<file path="config.mk">
export PLATFORM = sky130hd
export DESIGN_NAME = bram_fifo_ctrl
export DESIGN_NICKNAME = d
export VERILOG_FILES = /design/src/rtl/bram_fifo_ctrl.sv
export SDC_FILE = /design/constraint.sdc
export NUM_CORES = 1
export LEC_CHECK = 0
export ABC_CLOCK_PERIOD_IN_PS = 5280
export CORE_ASPECT_RATIO = 0.7
export CORE_MARGIN = 8
export CORE_UTILIZATION = 50
export CTS_BUF_LIST = sky130_fd_sc_hd__clkbuf_8
export DETAILED_ROUTE_END_ITERATION = 8
export HOLD_SLACK_MARGIN = 0.05
export PLACE_DENSITY = 0.88
export SYNTH_ARGS = -nofsm -noshare
export SYNTH_HDL_FRONTEND = slang
export SYNTH_SLANG_ARGS = --single-unit
</file>
<file path="constraint.sdc">
create_clock -name clk -period 5.28 [get_ports clk]
set_input_delay 1.056 -clock clk [delete_from_list [all_inputs] [get_ports clk]]
set_output_delay 1.056 -clock clk [all_outputs]
set_load 0.02 [all_outputs]
</file>
<file path="src/rtl/bram_fifo_ctrl.sv">
// ============================================================================
// Module   : bram_fifo_ctrl
// Purpose  : FIFO controller around an external simple-dual-port block RAM,
//            with a small prefetch (skid) buffer that hides the RAM read latency.
// Options  : define BRAM_FIFO_CTRL_HIGH_WATER_EN to add the high_water output.
// Revision : 1.0 - initial release
// ============================================================================
`default_nettype none

package bram_fifo_ctrl_pkg;
  typedef struct packed {
    logic clock_edge;  // 0: rising edge, 1: falling edge
  } std_clock_info_t;
endpackage

module bram_fifo_ctrl
  import bram_fifo_ctrl_pkg::*;
#(
  parameter std_clock_info_t CLOCK_INFO   = '0,
  parameter int              DATA_WIDTH   = 32,
  parameter int              ADDR_WIDTH   = 10,
  parameter int              READ_LATENCY = 1
) (
  input  logic                  clk,
  input  logic                  rst,
  input  logic                  in_valid,
  output logic                  in_ready,
  input  logic [DATA_WIDTH-1:0] in_data,
  output logic                  out_valid,
  input  logic                  out_ready,
  output logic [DATA_WIDTH-1:0] out_data,
  output logic                  ram_write_enable,
  output logic [ADDR_WIDTH-1:0] ram_write_addr,
  output logic [DATA_WIDTH-1:0] ram_write_data,
  output logic                  ram_read_enable,
  output logic                  ram_read_output_enable,
  output logic [ADDR_WIDTH-1:0] ram_read_addr,
  input  logic [DATA_WIDTH-1:0] ram_read_data,
`ifdef BRAM_FIFO_CTRL_HIGH_WATER_EN
  output logic [ADDR_WIDTH+1:0] high_water,
`endif
  output logic [ADDR_WIDTH+1:0] count
);

  localparam int SKID_DEPTH = READ_LATENCY + 1;
  localparam int SW         = $clog2(SKID_DEPTH);
  localparam int CW         = $clog2(SKID_DEPTH + 1);
  localparam int CNTW       = ADDR_WIDTH + 2;

  logic w_clk;
  assign w_clk = clk ^ CLOCK_INFO.clock_edge;

  logic [ADDR_WIDTH-1:0]   r_wr_ptr;
  logic [ADDR_WIDTH-1:0]   r_rd_ptr;
  logic [ADDR_WIDTH:0]     r_ram_count;
  logic [READ_LATENCY-1:0] r_pipe;
  logic                    r_read_en_d;
  logic [DATA_WIDTH-1:0]   r_skid_mem [0:SKID_DEPTH-1];
  logic [SW-1:0]           r_skid_head;
  logic [SW-1:0]           r_skid_tail;
  logic [CW-1:0]           r_skid_count;

  logic          w_push;
  logic          w_pop;
  logic          w_issue;
  logic          w_capture;
  logic [CW-1:0] w_inflight;
  logic [CW:0]   w_occ;
  logic [CW:0]   w_lim;

  function automatic logic [SW-1:0] skid_next(input logic [SW-1:0] p);
    return (p == SW'(SKID_DEPTH - 1)) ? '0 : p + 1'b1;
  endfunction

  always_comb begin
    w_inflight = '0;
    for (int i = 0; i < READ_LATENCY; i++) begin
      w_inflight = w_inflight + CW'(r_pipe[i]);
    end
  end

  // ram_count never exceeds the depth, so its MSB alone flags "full"
  assign in_ready  = !rst && !r_ram_count[ADDR_WIDTH];
  assign out_valid = (r_skid_count != '0);
  assign out_data  = r_skid_mem[r_skid_head];

  assign w_push    = in_valid && in_ready;
  assign w_pop     = out_valid && out_ready;
  assign w_capture = r_pipe[READ_LATENCY-1];

  // Reserve a skid slot for every read in flight before issuing another
  always_comb begin
    w_occ   = {1'b0, r_skid_count} + {1'b0, w_inflight};
    w_lim   = (CW+1)'(SKID_DEPTH) + {{CW{1'b0}}, w_pop};
    w_issue = !rst && (r_ram_count != '0) && (w_occ < w_lim);
  end

  assign ram_write_enable       = w_push;
  assign ram_write_addr         = r_wr_ptr;
  assign ram_write_data         = in_data;
  assign ram_read_enable        = w_issue;
  assign ram_read_addr          = r_rd_ptr;
  assign ram_read_output_enable = r_read_en_d;

  assign count = CNTW'(r_ram_count) + CNTW'(w_inflight) + CNTW'(r_skid_count);

  always_ff @(posedge w_clk or posedge rst) begin
    if (rst) begin
      r_wr_ptr     <= '0;
      r_rd_ptr     <= '0;
      r_ram_count  <= '0;
      r_pipe       <= '0;
      r_read_en_d  <= 1'b0;
      r_skid_head  <= '0;
      r_skid_tail  <= '0;
      r_skid_count <= '0;
    end else begin
      if (w_push) begin
        r_wr_ptr <= r_wr_ptr + 1'b1;
      end
      if (w_issue) begin
        r_rd_ptr <= r_rd_ptr + 1'b1;
      end
      case ({w_push, w_issue})
        2'b10:   r_ram_count <= r_ram_count + 1'b1;
        2'b01:   r_ram_count <= r_ram_count - 1'b1;
        default: r_ram_count <= r_ram_count;
      endcase

      r_pipe[0] <= w_issue;
      for (int i = 1; i < READ_LATENCY; i++) begin
        r_pipe[i] <= r_pipe[i-1];
      end
      r_read_en_d <= w_issue;

      if (w_capture) begin
        r_skid_tail <= skid_next(r_skid_tail);
      end
      if (w_pop) begin
        r_skid_head <= skid_next(r_skid_head);
      end
      case ({w_capture, w_pop})
        2'b10:   r_skid_count <= r_skid_count + 1'b1;
        2'b01:   r_skid_count <= r_skid_count - 1'b1;
        default: r_skid_count <= r_skid_count;
      endcase
    end
  end

  // Payload storage needs no reset; occupancy is tracked by the counters
  always_ff @(posedge w_clk) begin
    if (w_capture) begin
      r_skid_mem[r_skid_tail] <= ram_read_data;
    end
  end

`ifdef BRAM_FIFO_CTRL_HIGH_WATER_EN
  logic [CNTW-1:0] r_high_water;

  always_ff @(posedge w_clk or posedge rst) begin
    if (rst) begin
      r_high_water <= '0;
    end else if (count > r_high_water) begin
      r_high_water <= count;
    end
  end

  assign high_water = r_high_water;
`endif

endmodule

`default_nettype wire

</file>
== Word-level counts from Yosys, hierarchy flattened ==
Memory sizes are Yosys's and may differ from the RTL's.
Cells that the tools add are included.

* Add/subtract/negate cells: 12
* $lt $le $gt $ge: 1
* Equality and inequality tests: 4
* Mux-type cells: 6
* Reduce and logical (&&, ||, !) cells: 11

{| class="wikitable"
|+ Operators with widths
! cell !! number
|-
| one-hot mux 11 bit (2 select lines) || 1
|-
| adder 10 x 1 -> 10 bit (second input constant) || 2
|-
| adder 11 x 1 -> 12 bit || 1
|-
| adder 12 x 2 -> 12 bit || 1
|-
| adder 11 x 1 -> 11 bit (second input constant) || 1
|-
| nonzero test 11 bit || 1
|-
| subtractor 11 x 1 -> 11 bit (second input constant) || 1
|-
| nonzero test 2 bit || 3
|-
| logical AND 1 bit || 5
|-
| == test 2 x 1 -> 1 bit (second input constant) || 2
|-
| == test 2 bit (second input constant) || 2
|-
| two-way mux 1 bit || 4
|-
| one-hot mux 2 bit (2 select lines) || 1
|-
| adder 2 x 1 -> 3 bit || 1
|-
| adder 2 x 1 -> 3 bit (first input constant) || 1
|-
| < comparator 3 bit || 1
|-
| adder 1 bit (second input constant) || 2
|-
| adder 2 x 1 -> 2 bit (second input constant) || 1
|-
| logical NOT 1 bit || 2
|-
| subtractor 2 x 1 -> 2 bit (second input constant) || 1
|}

* Flip-flop bits (word level): 36
* RAM bits: 64
* Input bits: 68
* Output and inout port bits: 101
* Word-level logic and storage cells: 42
* Memories: 1

{| class="wikitable"
|+ Memories
! name !! depth !! bits a word !! rd ports !! clocked after memory_dff !! wr ports !! RTL line !! text
|-
| r_skid_mem || 2 || 32 || 1 || 0 || 1 || 58 || <nowiki>logic [DATA_WIDTH-1:0] r_skid_mem [0:SKID_DEPTH-1];</nowiki>
|}

== Longest topological paths before layout ==
* Word-level depth: 7
* Gate-level depth with buffers: 12
* Mapped depth without buffers: 12

== Worst setup path before layout ==
No wires, ideal clock.

* Path type: input -> register
* Start: input port out_ready
* End: register r_ram_count[10]
* Library setup time: 120 ps
* Arrival time: 3,270 ps
* Required time: 5,160 ps
* Path slack: 1,891 ps
* Stages on the path: 11
* Buffers on the path: 0
* Path through: o21ai_2 > o21ai_2 > nand3_2 > inv_1 > ha_1 > ha_1 > a211oi_1 > o21ai_0 > a21oi_1 > a31oi_1 > and3_1

* Longest elaborated chain between the ends: 6
* Elaborated cells on any way between the ends: 8
* Those cells by class: add/sub: 1; order compare: 1; eq/ne: 2; mux: 1; reduce/logical: 3

{| class="wikitable"
|+ Ends and longest elaborated chain
! what !! RTL line !! text
|-
| from (decl) || 30 || <nowiki>input logic out_ready,</nowiki>
|-
| logical AND 1 bit * || 88 || <nowiki>assign w_pop = out_valid && out_ready;</nowiki>
|-
| adder 2 x 1 -> 3 bit * || 94 || <nowiki>w_lim = (CW+1)'(SKID_DEPTH) + {{CW{1'b0}}, w_pop};</nowiki>
|-
| < comparator 3 bit * || 95 || <nowiki>w_issue = !rst && (r_ram_count != '0) && (w_occ < w_lim);</nowiki>
|-
| logical AND 1 bit * || 95 ||
|-
| via ram_read_enable || 35 || <nowiki>output logic ram_read_enable,</nowiki>
|-
| == test 2 x 1 -> 1 bit / == test 2 bit (equally long branches) || 124 || <nowiki>case ({w_push, w_issue})</nowiki>
|-
| one-hot mux 11 bit (2 select lines) / nonzero test 2 bit (equally long branches) || - ||
|-
| to (signal assigned) || 125 || <nowiki>2'b10: r_ram_count <= r_ram_count + 1'b1;</nowiki>
|-
| to (signal assigned) || 126 || <nowiki>2'b01: r_ram_count <= r_ram_count - 1'b1;</nowiki>
|-
| to (signal assigned) || 127 || <nowiki>default: r_ram_count <= r_ram_count;</nowiki>
|-
| to (decl) || 55 || <nowiki>logic [ADDR_WIDTH:0] r_ram_count;</nowiki>
|}

Mark *: on every way through the listed nets, which the timed path passes. The rest lies on a longest branch.
A chain may end at the register's enable or synchronous reset.

==> impl_results.md <==
* Clock Skews at 11.26 ps
* I/O pins at 169
* RR Endpoint: r_ram_count[7]$_DFFE_PP0P_
* Seq/Total Area, Yosys at 58.64%
* Area Growth Syn to Fin at 24.12%
* Diode count at 0
* Sink Count at 100
* Largest stage delay on the critical path at 630 ps
* CTS Buffer Depth at 2
* Routed wire per std cell at 17.37 um
* Largest net degree at the start of global routing at 37
* CP cell instances: inv_1 > fa_1 > inv_1 > fa_1 > and3_1 > nand4_1 > xnor2_1 > clkdlybuf4s50_1
* CP max stage cell: clkdlybuf4s50_1
* FF-to-FF Start: r_skid_count[0]$_DFFE_PP0P_
* Sequential cell area at 2823 um^2
* Total wire length at ~10000 um
* First-pass GRT wire length at 16120 um
* Hold Vio Cnt, Final at 0
* Critical path class: reg2out
* Chip height at 98.09 um
* Clk pin slew, worst setup/hold paths at 100 ps
* Top cells by count, synth: 64 x edfxtp_1, 36 x dfrtp_1, 34 x mux2_2, 32 x buf_4, 29 x nand2_1
* Reg2reg setup slack at 1690 ps
* #FFs+latches synth at 100
* Hold wc startpoint: ram_read_addr[9]$_DFFE_PP0P_
* Share of layout cells above drive strength 1 at between 10% and 20%
* Synth Warn # at 0
* Via count at 3008
* Synth top area share at between 30% and 40%
* Syn Inst Count at 367
* Mapped Avg Cell Area at 13.12 um^2
* Top-count cell post-synth: edfxtp_1
* Hold crit path type: reg2reg
* Die Width at 133.3 um
* Core Area at 9534 um^2
* CP startpoint kind: flip-flop
* Min-Delay Path Depth at 1
* H-tree depth at 3
* Peak VDD IR at 393.2 uV
* Post-DRT Antenna Nets at 0
* Post-synthesis cell area at 4813 um^2
* Fin. max-slew vios at 0
* Post-synth top area cell: edfxtp_1
* Worst-path fanout max at 5
* Number of flops mapped to enable cells by yosys at 64
* Worst Tran Pin Value at 915.2 ps
* Post-CTS setup buffers at 0
* Synth unique cells at 40
* Hold-fix buffers, CTS at 0
* FFs w/ async S/R, synth at 36.00%
* GRT Total Usage at 15.50%
* Antenna violations before repair at 0
* Die area at 13070 um^2
* Num CTS Buffers at 9
* Setup violations, final at 0
* Hold slack at about 480 ps
* Detailed-route DRC error count at 0
* Area contributors post-synth: edfxtp_1 40%, dfrtp_1 19%, mux2_2 8.0%
* Worst Hold End: ram_read_addr[9]$_DFFE_PP0P_
* CP required at 4220 ps
* Cts repair resizes at 0
* Relative slew slack at a little under 40%
* IO buf count at between 100 and 150
* Worst r2r path cells at 12
* Clk_lat worst skew at 370 ps
* CP delay by family, top: buffers and inverters
* Footprint of the multi-input gates at 1664 um^2
* P per Cell Area at 612.8 nW/um^2
* Final period utilization at about three quarters
* Vias per std cell at 5.204
* CTS tree: done
* Leakage at 0.002288 uW
* Max Cap Viol at 0
* TNS Setup at 0 ps
* Nets@finish at 532
* Worst setup EP type: output pin
* Initial core utilization at 50.49%
* FP Rows at 30
* Layout Utilization at a little over three fifths
* First-pass detailed-route iteration total at 4
* Unrepaired setup endpoints after global routing: no
* Fmax achieved at 248.4 MHz
* Minimum clock period at 4026 ps
* Syn Nets at approximately 450
* CP Buf/Inv Count at 3
* RePlAce Congestion at 0.8812
* Main synth FF type: edfxtp_1
* Grt total ovfl at 0
* DPL Wire Length at 7252 um
* Vias in the first global route at 3060
* Clk root buf: clkbuf_8
* Critical Path AT at a little under 3000 ps
* Status: finished clean
* First DRT Iteration DRCs at 196
* FILL cells at 723
-- through the flow --
step	setup WS [ps]	cell area, um^2	instances	total power, uW
2_1_floorplan	1891	4813	367	2485
3_3_place_gp	1187	5763	562	3122
3_5_place_dp	993.8	5763	562	3182
4_1_cts	1209	5974	578	3697
5_1_grt	1068	5974	578	3902
6_report	1254	5974	578	3661
-- sequential cells by signal, indices dropped and copies added (netlist names) --
name                    cells
ram_write_addr             10
r_skid_head                 1
ram_read_addr              10
r_ram_count                11
r_skid_mem                 64
ram_read_output_enable      1
r_skid_tail                 1
r_skid_count                2
-- power by group --
group          internal (uW)  switching [uW]  total (uW)
clock                    227             275         502
combinational            881            1000        1890
sequential              1080             198        1270
-- per-layer routing --
metal,vias to the layer above,GRT usage [%],wire [um]
li1,1434,-,-
met1,1456,21.17,4750
met2,100,22.34,4483
met3,18,5.590,709
met4,0,5.073,96
met5,-,0,0
-- placed cells by master (no fill, tap or decap), drive strengths merged, types with 3 or more instances in the layout --
| master | netlist | final |
|---|---|---|
| mux2 | 34 | 34 |
| nand3 | 8 | 8 |
| clkinv | 0 | 4 |
| a21o | 3 | 3 |
| and3 | 6 | 6 |
| nor2b | 3 | 3 |
| nor3 | 4 | 4 |
| nor2 | 12 | 12 |
| edfxtp | 64 | 64 |
| ha | 16 | 16 |
| clkdlybuf4s50 | 0 | 104 |
| buf | 37 | 3 |
| nor4 | 4 | 4 |
| xor2 | 15 | 15 |
| dfrtp | 36 | 36 |
| nand4 | 10 | 10 |
| nand2 | 29 | 29 |
| a21oi | 10 | 10 |
| xnor2 | 25 | 25 |
| fa | 3 | 3 |
| clkbuf | 3 | 9 |
| o21ai | 14 | 14 |
| a211oi | 3 | 3 |
| inv | 14 | 15 |
-- area by class of cell --
| cell class | count | area share [%] |
|---|---|---|
| repair buffers | 107 | 17.80 |
| multi-input cells | 213 | 27.85 |
| inverters | 14 | 0.8796 |
| clock inverters | 7 | 1.466 |
| well taps | 128 | 2.681 |
| flip-flops and latches | 100 | 47.25 |
| clock buffers | 9 | 2.073 |
-- cell families after synthesis --
kind of cell	count (synthesis)	share of synthesized area, %
compound gates	39	5.043
buf+inv	54	6.940
mux	34	7.954
fa+ha+maj	19	5.407
xor+xnor	40	7.278
flops	100	58.64
simple gates	81	8.734
-- how the worst max path moves through the flow --
stage	from	end	slack (ps)	depth (start not counted)
after floorplan	out_ready	r_ram_count[10]$_DFFE_PP0P_	1890	11
after global placement	out_ready	r_ram_count[10]$_DFFE_PP0P_	1190	12
after detailed placement	out_ready	r_ram_count[7]$_DFFE_PP0P_	990	12
after CTS	ram_read_output_enable$_DFF_PP0_	count[10]	1210	8
after global routing	ram_read_output_enable$_DFF_PP0_	count[10]	1070	8
final	ram_read_output_enable$_DFF_PP0_	count[10]	1250	8
Note: power is estimated with default switching activity, not from simulation.
